--- config.mk ---
export PLATFORM = sky130hd
export DESIGN_NAME = perif_uart_tx_flat
export DESIGN_NICKNAME = d
export VERILOG_FILES = /design/src/rtl/perif_uart_pkg.sv /design/src/rtl/perif_uart_tx_if.sv /design/src/rtl/perif_uart_fifo.sv /design/src/rtl/perif_uart_tx.sv /design/src/flat_wrapper.sv
export SDC_FILE = /design/constraint.sdc
export NUM_CORES = 1
export LEC_CHECK = 0
export ABC_CLOCK_PERIOD_IN_PS = 3540
export BUFFER_PORTS_ARGS = -buffer_cell sky130_fd_sc_hd__buf_2
export CORE_MARGIN = 5
export CORE_UTILIZATION = 28
export DETAILED_ROUTE_END_ITERATION = 6
export MAX_ROUTING_LAYER = met4
export SYNTH_ARGS = -nofsm -noshare
export SYNTH_HDL_FRONTEND = slang
export SYNTH_SLANG_ARGS = --single-unit
--- constraint.sdc ---
create_clock -name i_clk -period 3.54 [get_ports i_clk]
set_clock_uncertainty 0.2 [all_clocks]
set_input_delay 0.354 -clock i_clk [delete_from_list [all_inputs] [get_ports i_clk]]
set_output_delay 0.354 -clock i_clk [all_outputs]
set_load 0.01 [all_outputs]
--- src/rtl/perif_uart_pkg.sv ---
// rtl/perif_uart_pkg.sv - shared UART frame constants and FSM state type
package perif_uart_pkg;

  typedef enum logic [1:0] {
    st_idle  = 2'd0,
    st_start = 2'd1,
    st_data  = 2'd2,
    st_stop  = 2'd3
  } uart_state_t;

  localparam int c_data_bits = 8;
  localparam int c_stop_bits = 1;

  // A zero baud setting still needs a one-cycle bit.
  function automatic logic [15:0] bit_period(input logic [15:0] baud);
    return (baud == 16'd0) ? 16'd1 : baud;
  endfunction

endpackage

--- src/rtl/perif_uart_tx_if.sv ---
// rtl/perif_uart_tx_if.sv - byte write strobe and transmit FIFO status
interface perif_uart_tx_if;

  logic       i_wr_en;
  logic [7:0] i_wr_data;
  logic       o_full;
  logic       o_empty;

  modport master (output i_wr_en, i_wr_data, input o_full, o_empty);
  modport slave  (input i_wr_en, i_wr_data, output o_full, o_empty);

endinterface

--- src/rtl/perif_uart_fifo.sv ---
// rtl/perif_uart_fifo.sv - power-of-two byte FIFO shared by UART tx and rx
module perif_uart_fifo #(
  parameter int p_depth = 4,
  parameter int p_width = 8
) (
  input  logic                       i_clk,
  input  logic                       i_rst,
  input  logic                       i_push,
  input  logic [p_width-1:0]         i_data,
  input  logic                       i_pop,
  output logic [p_width-1:0]         o_data,
  output logic                       o_full,
  output logic                       o_empty,
  output logic [$clog2(p_depth):0]   o_count
);

  localparam int c_aw = $clog2(p_depth);
  localparam logic [c_aw:0] c_full_count = (c_aw + 1)'(p_depth);

  logic [p_width-1:0] mem [p_depth];
  logic [c_aw-1:0]    wr_ptr;
  logic [c_aw-1:0]    rd_ptr;
  logic [c_aw:0]      count;
  logic               do_push;
  logic               do_pop;

  // A push into a full FIFO is dropped even when a pop happens in the same cycle.
  assign do_push = i_push && !o_full;
  assign do_pop  = i_pop && !o_empty;

  assign o_full  = (count == c_full_count);
  assign o_empty = (count == '0);
  assign o_count = count;
  assign o_data  = mem[rd_ptr];

  always_ff @(posedge i_clk or posedge i_rst) begin
    if (i_rst) begin
      wr_ptr <= '0;
      rd_ptr <= '0;
      count  <= '0;
    end else begin
      if (do_push) wr_ptr <= wr_ptr + 1'b1;
      if (do_pop)  rd_ptr <= rd_ptr + 1'b1;
      case ({do_push, do_pop})
        2'b10:   count <= count + 1'b1;
        2'b01:   count <= count - 1'b1;
        default: count <= count;
      endcase
    end
  end

  always_ff @(posedge i_clk) begin
    if (do_push) mem[wr_ptr] <= i_data;
  end

endmodule

--- src/rtl/perif_uart_tx.sv ---
// rtl/perif_uart_tx.sv - buffered 8N1 UART transmitter
module perif_uart_tx
  import perif_uart_pkg::*;
#(
  parameter int p_fifo_depth = 4
) (
  input  logic           i_clk,
  input  logic           i_rst,
  input  logic           i_en,
  input  logic [15:0]    i_baudrate,
  perif_uart_tx_if.slave wr_bus,
  output logic           o_tx_bit,
  output logic           o_busy
);

  localparam int         c_cw        = $clog2(p_fifo_depth) + 1;
  localparam logic [2:0] c_last_data = 3'(c_data_bits - 1);
  localparam logic [2:0] c_last_stop = 3'(c_stop_bits - 1);

  uart_state_t     state, state_n;
  logic [2:0]      bit_cnt, bit_cnt_n;
  logic [15:0]     baud_cnt, baud_cnt_n;
  logic [7:0]      shift, shift_n;
  logic            tx_n;
  logic            bit_done;
  logic            fifo_pop;
  logic [7:0]      fifo_data;
  logic [c_cw-1:0] fifo_count;

  perif_uart_fifo #(
    .p_depth (p_fifo_depth),
    .p_width (8)
  ) u_fifo (
    .i_clk   (i_clk),
    .i_rst   (i_rst),
    .i_push  (wr_bus.i_wr_en),
    .i_data  (wr_bus.i_wr_data),
    .i_pop   (fifo_pop),
    .o_data  (fifo_data),
    .o_full  (wr_bus.o_full),
    .o_empty (wr_bus.o_empty),
    .o_count (fifo_count)
  );

  // >= rather than == so a baud rate lowered mid-bit ends that bit at once.
  assign bit_done = (baud_cnt >= bit_period(i_baudrate) - 16'd1);
  assign o_busy   = (state != st_idle);

  always_comb begin
    state_n    = state;
    bit_cnt_n  = bit_cnt;
    baud_cnt_n = baud_cnt;
    shift_n    = shift;
    fifo_pop   = 1'b0;
    tx_n       = 1'b1;

    if (!i_en) begin
      state_n    = st_idle;
      bit_cnt_n  = '0;
      baud_cnt_n = '0;
    end else begin
      case (state)
        st_idle: begin
          if (fifo_count != '0) begin
            fifo_pop   = 1'b1;
            shift_n    = fifo_data;
            bit_cnt_n  = '0;
            baud_cnt_n = '0;
            state_n    = st_start;
          end
        end
        st_start: begin
          if (bit_done) begin
            baud_cnt_n = '0;
            state_n    = st_data;
          end else begin
            baud_cnt_n = baud_cnt + 16'd1;
          end
        end
        st_data: begin
          if (bit_done) begin
            baud_cnt_n = '0;
            if (bit_cnt == c_last_data) begin
              bit_cnt_n = '0;
              state_n   = st_stop;
            end else begin
              bit_cnt_n = bit_cnt + 3'd1;
            end
          end else begin
            baud_cnt_n = baud_cnt + 16'd1;
          end
        end
        st_stop: begin
          if (bit_done) begin
            baud_cnt_n = '0;
            if (bit_cnt == c_last_stop) begin
              bit_cnt_n = '0;
              state_n   = st_idle;
            end else begin
              bit_cnt_n = bit_cnt + 3'd1;
            end
          end else begin
            baud_cnt_n = baud_cnt + 16'd1;
          end
        end
        default: state_n = st_idle;
      endcase
    end

    // Line level is registered from the next state so it changes with the state.
    case (state_n)
      st_start: tx_n = 1'b0;
      st_data:  tx_n = shift_n[bit_cnt_n];
      default:  tx_n = 1'b1;
    endcase
  end

  always_ff @(posedge i_clk or posedge i_rst) begin
    if (i_rst) begin
      state    <= st_idle;
      bit_cnt  <= '0;
      baud_cnt <= '0;
      shift    <= '0;
      o_tx_bit <= 1'b1;
    end else begin
      state    <= state_n;
      bit_cnt  <= bit_cnt_n;
      baud_cnt <= baud_cnt_n;
      shift    <= shift_n;
      o_tx_bit <= tx_n;
    end
  end

endmodule

--- src/flat_wrapper.sv ---
// flat-port wrapper written by rule: the top's interface ports become plain ports
module perif_uart_tx_flat import perif_uart_pkg::*;
#(
  parameter int p_fifo_depth = 4
)
  (i_clk, i_rst, i_en, i_baudrate, o_tx_bit, o_busy, wr_bus_i_wr_en, wr_bus_i_wr_data, wr_bus_o_full, wr_bus_o_empty);
  perif_uart_tx_if wr_bus_i ();
  input  logic i_clk;
  input  logic i_rst;
  input  logic i_en;
  input  logic [15:0] i_baudrate;
  output logic o_tx_bit;
  output logic o_busy;
  input wire logic [$bits(wr_bus_i.i_wr_en)-1:0] wr_bus_i_wr_en;
  input wire logic [$bits(wr_bus_i.i_wr_data)-1:0] wr_bus_i_wr_data;
  output wire logic [$bits(wr_bus_i.o_full)-1:0] wr_bus_o_full;
  output wire logic [$bits(wr_bus_i.o_empty)-1:0] wr_bus_o_empty;
  assign wr_bus_i.i_wr_en = wr_bus_i_wr_en;
  assign wr_bus_i.i_wr_data = wr_bus_i_wr_data;
  assign wr_bus_o_full = wr_bus_i.o_full;
  assign wr_bus_o_empty = wr_bus_i.o_empty;
  perif_uart_tx #(.p_fifo_depth(p_fifo_depth)) u_core (.i_clk(i_clk), .i_rst(i_rst), .i_en(i_en), .i_baudrate(i_baudrate), .wr_bus(wr_bus_i), .o_tx_bit(o_tx_bit), .o_busy(o_busy));
endmodule
======== After elaboration in Yosys (flattened, before gate mapping) ========
Memory sizes are Yosys's and may differ from the RTL's.
Index checks and enable logic that the tools add are counted.
storage, ports and cells
  bits in registers ....................... 37
  memories kept ........................... 1
  input bits .............................. 28
  memory bits (writable) .................. 32
  output and inout port bits .............. 4
cells by class
  $lt $le $gt $ge ......................... 2
  equality and inequality tests ........... 10
  reductions and logical operators ........ 12
  add/sub/neg operators ................... 7
  mux-type cells .......................... 32
memories
  memory             words  width  read ports  clocked after memory_dff  wr ports  line                   text
  u_core.u_fifo.mem  4      8      1           0                         1         perif_uart_fifo.sv:20  logic [p_width-1:0] mem [p_depth];
operators by type and width
  kind                                                        count
  2-to-1 mux 16 bit                                           4
  one-hot mux 16 bit (2 select lines)                         1
  2-to-1 mux 8 bit                                            3
  2-to-1 mux 3 bit                                            6
  adder 16 x 1 -> 16 bit, second input constant               1
  greater-or-equal comparator 16 bit                          1
  logical NOT 16 bit                                          1
  subtractor 16 x 1 -> 16 bit, second input constant          1
  2-to-1 mux 2 bit                                            7
  one-hot mux 3 bit (3 select lines)                          1
  equality test 2 bit, second input constant                  4
  one-hot mux 2 bit (4 select lines)                          1
  adder 3 x 1 -> 3 bit, second input constant                 2
  equality test 2 x 1 -> 1 bit, second input constant         3
  equality test 3 bit, second input constant                  2
  logical NOT 3 bit                                           2
  2-to-1 mux 1 bit                                            6
  one-hot mux 3 bit (2 select lines)                          1
  adder 2 x 1 -> 2 bit, second input constant                 2
  less-than comparator 3 x 4 -> 1 bit, second input constant  1
  nonzero test 2 bit                                          2
  binary-select mux 1 bit (select 3 bit)                      1
  != test 3 x 2 -> 1 bit, second input constant               1
  nonzero test 3 bit                                          1
  6 further kinds                                             8

======== Logic depth before layout (Yosys ltp) ========
  word-level depth ........................ 10
  mapped depth ............................ 19

======== Cells and area by module ========
From an unflattened synthesis, not the netlist that was laid out.
second synthesis, totals
  cell total of the unflattened synthesis .. 345
  area total of the unflattened synthesis .. 3806.2 µm²
modules (own cells, without submodules)
  module           seq. area each (µm²)  cells each  instances  area each (µm²)
  perif_uart_tx    752.0                 265         1          2209.6
  perif_uart_fifo  1136.1                80          1          1596.5

======== Worst setup path after synthesis ========
No wires, ideal clock.
  path kind ............................... input to register
  from .................................... input port i_baudrate[7]
  to ...................................... register u_core.o_tx_bit
  stages .................................. 19
  setup time .............................. 0.091 ns
  path buffers ............................ 0
  slack ................................... -1.228 ns
  data arrival time ....................... 4.477 ns
  cells stage by stage .................... or4_1 -> nor4_1 -> nand4b_1 -> or2_2 -> nor2b_1 -> ha_1 -> nand2_1 -> nor4_1 -> xnor2_1 -> ha_1 -> and4_1 -> a21oi_1 -> a21boi_1 -> a211oi_4 -> a21o_1 -> o21a_2 -> mux2_4 -> a2111oi_2 -> a211oi_1
on the way
  cells in the longest elaborated chain, start to end .. 10
  elaborated cells on any way between the ends .. 18
  classes of those cells .................. add/sub (1); order compare (1); eq/ne (2); mux (13); reduce/logical (1)
RTL lines
  what                                    line                                      text
  start: declaration                      flat_wrapper.sv:11                        input logic [15:0] i_baudrate;
  logical NOT 16 bit                      perif_uart_pkg.sv:16                      return (baud == 16'd0) ? 16'd1 : baud;
  2-to-1 mux 16 bit *                     perif_uart_pkg.sv:16
  subtractor 16 x 1 -> 16 bit *           perif_uart_tx.sv:46                       assign bit_done = (baud_cnt >= bit_period(i_baudrate) - 16'd1);
  greater-or-equal comparator 16 bit *    perif_uart_tx.sv:46
  2-to-1 mux 3 bit (on tied branches)     perif_uart_tx.sv:94, perif_uart_tx.sv:81
  one-hot mux 3 bit (3 select lines)      perif_uart_tx.sv:62                       case (state)
  2-to-1 mux 3 bit                        perif_uart_tx.sv:57                       if (!i_en) begin
  binary-select mux 1 bit (select 3 bit)  perif_uart_tx.sv:113                      st_data: tx_n = shift_n[bit_cnt_n];
  2-to-1 mux 1 bit (not written as such)  perif_uart_tx.sv:113
  one-hot mux 1 bit (2 select lines) *    perif_uart_tx.sv:111                      case (state_n)
  via u_core.tx_n                         perif_uart_tx.sv:24                       logic tx_n;
  end signal: assignment                  perif_uart_tx.sv:130                      o_tx_bit <= tx_n;
  end: declaration                        perif_uart_tx.sv:12                       output logic o_tx_bit,
The timed path passes the listed nets; every way through them passes the cells marked *. The select of a mux whose other input is x is not followed.
A chain may end at the register's enable or synchronous reset.

======== Worst setup path after layout ========
  from .................................... input port i_baudrate[9]
  to ...................................... register u_core.o_tx_bit
The elaborated chain is that of the path after synthesis.

==> impl_metrics.ini <==
[detailed_routing]
vias = 2716
drc_errors = 0
drt_pass1_iterations = 4
wl_per_cell_microns = 13.36
antenna_left = 0
drtIter0Drc = 51
drt-vias-per-instance = 4.627
routed_wl_microns = 7845

[sta]
slew_violations = 0
relSlewSlack_pct = 60.40
tightest_slew_ps = 593.9
fin_ws_ps = -741.0
fin_crit_sh_pct = 120.9
fmax_ghz = 0.2336
fin_crit_ps = 4281
rsz0062_at_grt = true
finalSetupViolCount = 22
hold_violations = 0
setup-tns-final_ps = -8183

[critical_path]
crit_chain = buf_2 > or4_4 > nor4_4 > nand4b_1 > or2_4 > nor2b_4 > ha_4 > nand2_4 > nor4_4 > xnor2_1 > ha_1 > and4_1 > a21oi_2 > a21boi_2 > a211oi_4 > a21o_1 > o21a_2 > mux2_4 > a2111oi_4 > a211oi_2
worst_path_max_delay_cell = or4_4
cp_data_arrival_time_ps = 4330
crit_required_ps = 3590
path_delay_family = simple AND/OR/NAND/NOR gates
cp_common_cell = nor4_4
startpoint_type = primary input
cpPeakStageDelay_ps = 540
worst-path-buf-inv = 1
crit_path_end_kind = flop
worstPathMaxFanout = 5
timing.critical_path.from = i_baudrate[9]
criticalPathCategory = in2reg
timing.rr.start = u_core.baud_cnt[0]$_DFFE_PP0P_

[floorplanning]
die_w_microns = 126.3
rows = 42
die_y_microns = 126.3
coreArea_sq_um = 13240
pin_count = 32
start_util_pct = 28.60
die_area_sq_um = 15950

[yosys]
synth_edf_count = 32
yosysWarnings = 0
synth_common_cells = 36 x dfrtp_1, 32 x edfxtp_1, 29 x nand2_1
synth_fp_nets = 381
yosys.area.top_type = edfxtp_1
syn_avg_cell_area_sq_um = 11.62
synthFlopType = dfrtp_1
ys_ff_latch = 69
netlist_instances = 326
yosysMostFrequentCell = dfrtp_1
synth.top_cell.area_share_pct = 25.37
yosysUniqueCellTypes = 54
synthTopCellsByArea = edfxtp_1 25%, dfrtp_1 24%, ha_1 8.6%, mux4_2 4.8%, o21ai_0 2.9%
mappedNetlistArea_sq_um = 3787
synthArstFlopShare_pct = 53.62
ys_seq_area_share_pct = 49.85

[global_route]
grt_pass1_wl_microns = 13280
track_usage_pct = 10.43
antenna_found_initial = 0
grt_pass1_vias = 2792
overflow = 0
grt_start_max_net_pins = 38

[worst_hold_path]
hold_path.class = in2reg
hold_start = wr_bus_i_wr_data[0]

[clocking]
root_buffer = clkbuf_16
cts_tree = built
path_clk_slew_ps = 60
clock_latency_ps = 330
cts_buffer_depth = 2
htree_levels = 3
cts.sinks = 69
cts_buffers = 9

[cells_and_area]
seq_area_sq_um = 1888
nNetsFinal = 461
drive_above_1_share_pct = 33.58
area_growth_syn_to_layout_pct = 30.43
multi_input_area_sq_um = 1931
n_fill_cell = 1318
num_antenna_cells = 0
final-instance-count-excl-fill = 587

[status]
violations = negative setup slack
status = complete, but fails checks

[power_and_ir_drop]
leakage_uw = 0.002101
ir_drop_v = 0.0003427
p_total_uw = 2718
power_density_nw_per_um2 = 550.2

[placed_design]
dp.cells = 560
dpl.hpwl_microns = 5793
place_congestion = 0.8090
portBuffers = 31

[run]
maxCapViolations = 0
-- registers in the layout, indices dropped and copies added (netlist names) --
name / count
u_core.baud_cnt: 16
u_core.u_fifo.o_count: 3
u_core.bit_cnt: 3
u_core.u_fifo.rd_ptr: 2
u_core.u_fifo.mem: 32
u_core.shift: 8
u_core.o_tx_bit: 1
u_core.u_fifo.wr_ptr: 2
u_core.state: 2
-- path summary, 6_finish.rpt --
path / to / slack (ps) / depth (start not counted)
min in group asynchronous: u_core.baud_cnt[0]$_DFFE_PP0P_ / 480 / 4
min reg2reg: u_core.u_fifo.o_count[0]$_DFFE_PP0P_ / 290 / 1
min: u_core.u_fifo.mem[2][0]$_DFFE_PP_ / 30 / 1
max reg2reg: u_core.o_tx_bit$_DFF_PP1_ / 410 / 11
max in group asynchronous: u_core.o_tx_bit$_DFF_PP1_ / 2300 / 4
max: u_core.o_tx_bit$_DFF_PP1_ / -740 / 20
-- per-stage QoR --
step / utilization, % / cell area [sq um] / setup slack [ps] / hold WS, ps
3_5_place_dp: 33.86 / 4484 / -1173 / 290.6
5_1_grt: 37.30 / 4940 / -916.9 / 22.17
2_1_floorplan: - / 3880 / -908.8 / 247.4
3_3_place_gp: 33.86 / 4484 / -1087 / 275.2
4_1_cts: 37.11 / 4915 / -713.9 / 20.92
6_report: 37.30 / 4940 / -741.0 / 33.09
-- where the power goes --
group          internal (uW)  leakage, uW  switching (uW)
Clock                    551     0.000143             338
Combinational            360      0.00119             335
Sequential              1020     0.000771             114
Total                   1930      0.00210             787
-- cell usage in the layout, fill, tap and decap left out, types with 9 or more instances in the layout --
cell / instances
edfxtp_1: 32
nor2_1: 16
nand2_1: 28
inv_1: 19
mux2_2: 9
and3_1: 9
o21ai_0: 21
dfrtp_1: 36
ha_1: 25
buf_2: 30
xnor2_1: 11
xor2_1: 11
buf_4: 39
clkbuf_16: 9
-- metal layers --
layer / global-route usage, % / up-vias / routed length (microns)
met2: 18.09 / 44 / 4004
met1: 12.16 / 1319 / 3469
met3: 2.900 / 8 / 306
met4: 2.208 / 0 / 65
li1: - / 1345 / -
met5: - / - / 0
-- layout make-up --
cell class	count	area share, %
well taps	176	4.458
multi-input cells	229	39.08
flip-flops and latches	69	38.22
clock inverters	6	1.469
inverters	21	1.596
repair buffers	76	10.54
clock buffers	10	4.635
-- what timing repair did --
| action | in CTS | in global routing |
|---|---|---|
| buffers inserted | 10 | 3 |
| pin swaps | 10 | 8 |
| hold buffers | 1 | 0 |
| setup endpoints to repair | 22 | 22 |
| hold endpoints to repair | 36 | 0 |
| resized for setup | 14 | 3 |
-- cells by family (layout without fill, tap and decap cells) --
logic type               after synthesis  after routing  share of synthesized area (%)
AND/OR/NAND/NOR                      105            105                          14.24
AO/OA/AOI/OAI                         54             54                          10.31
multiplexers                          21             21                          8.622
buffers and inverters                 28            113                          2.775
flip-flops                            69             69                          49.85
adder cells (fa/ha/maj)               27             27                          9.118
XOR/XNOR                              22             22                          5.087
Power figures use the tool's default switching activity.
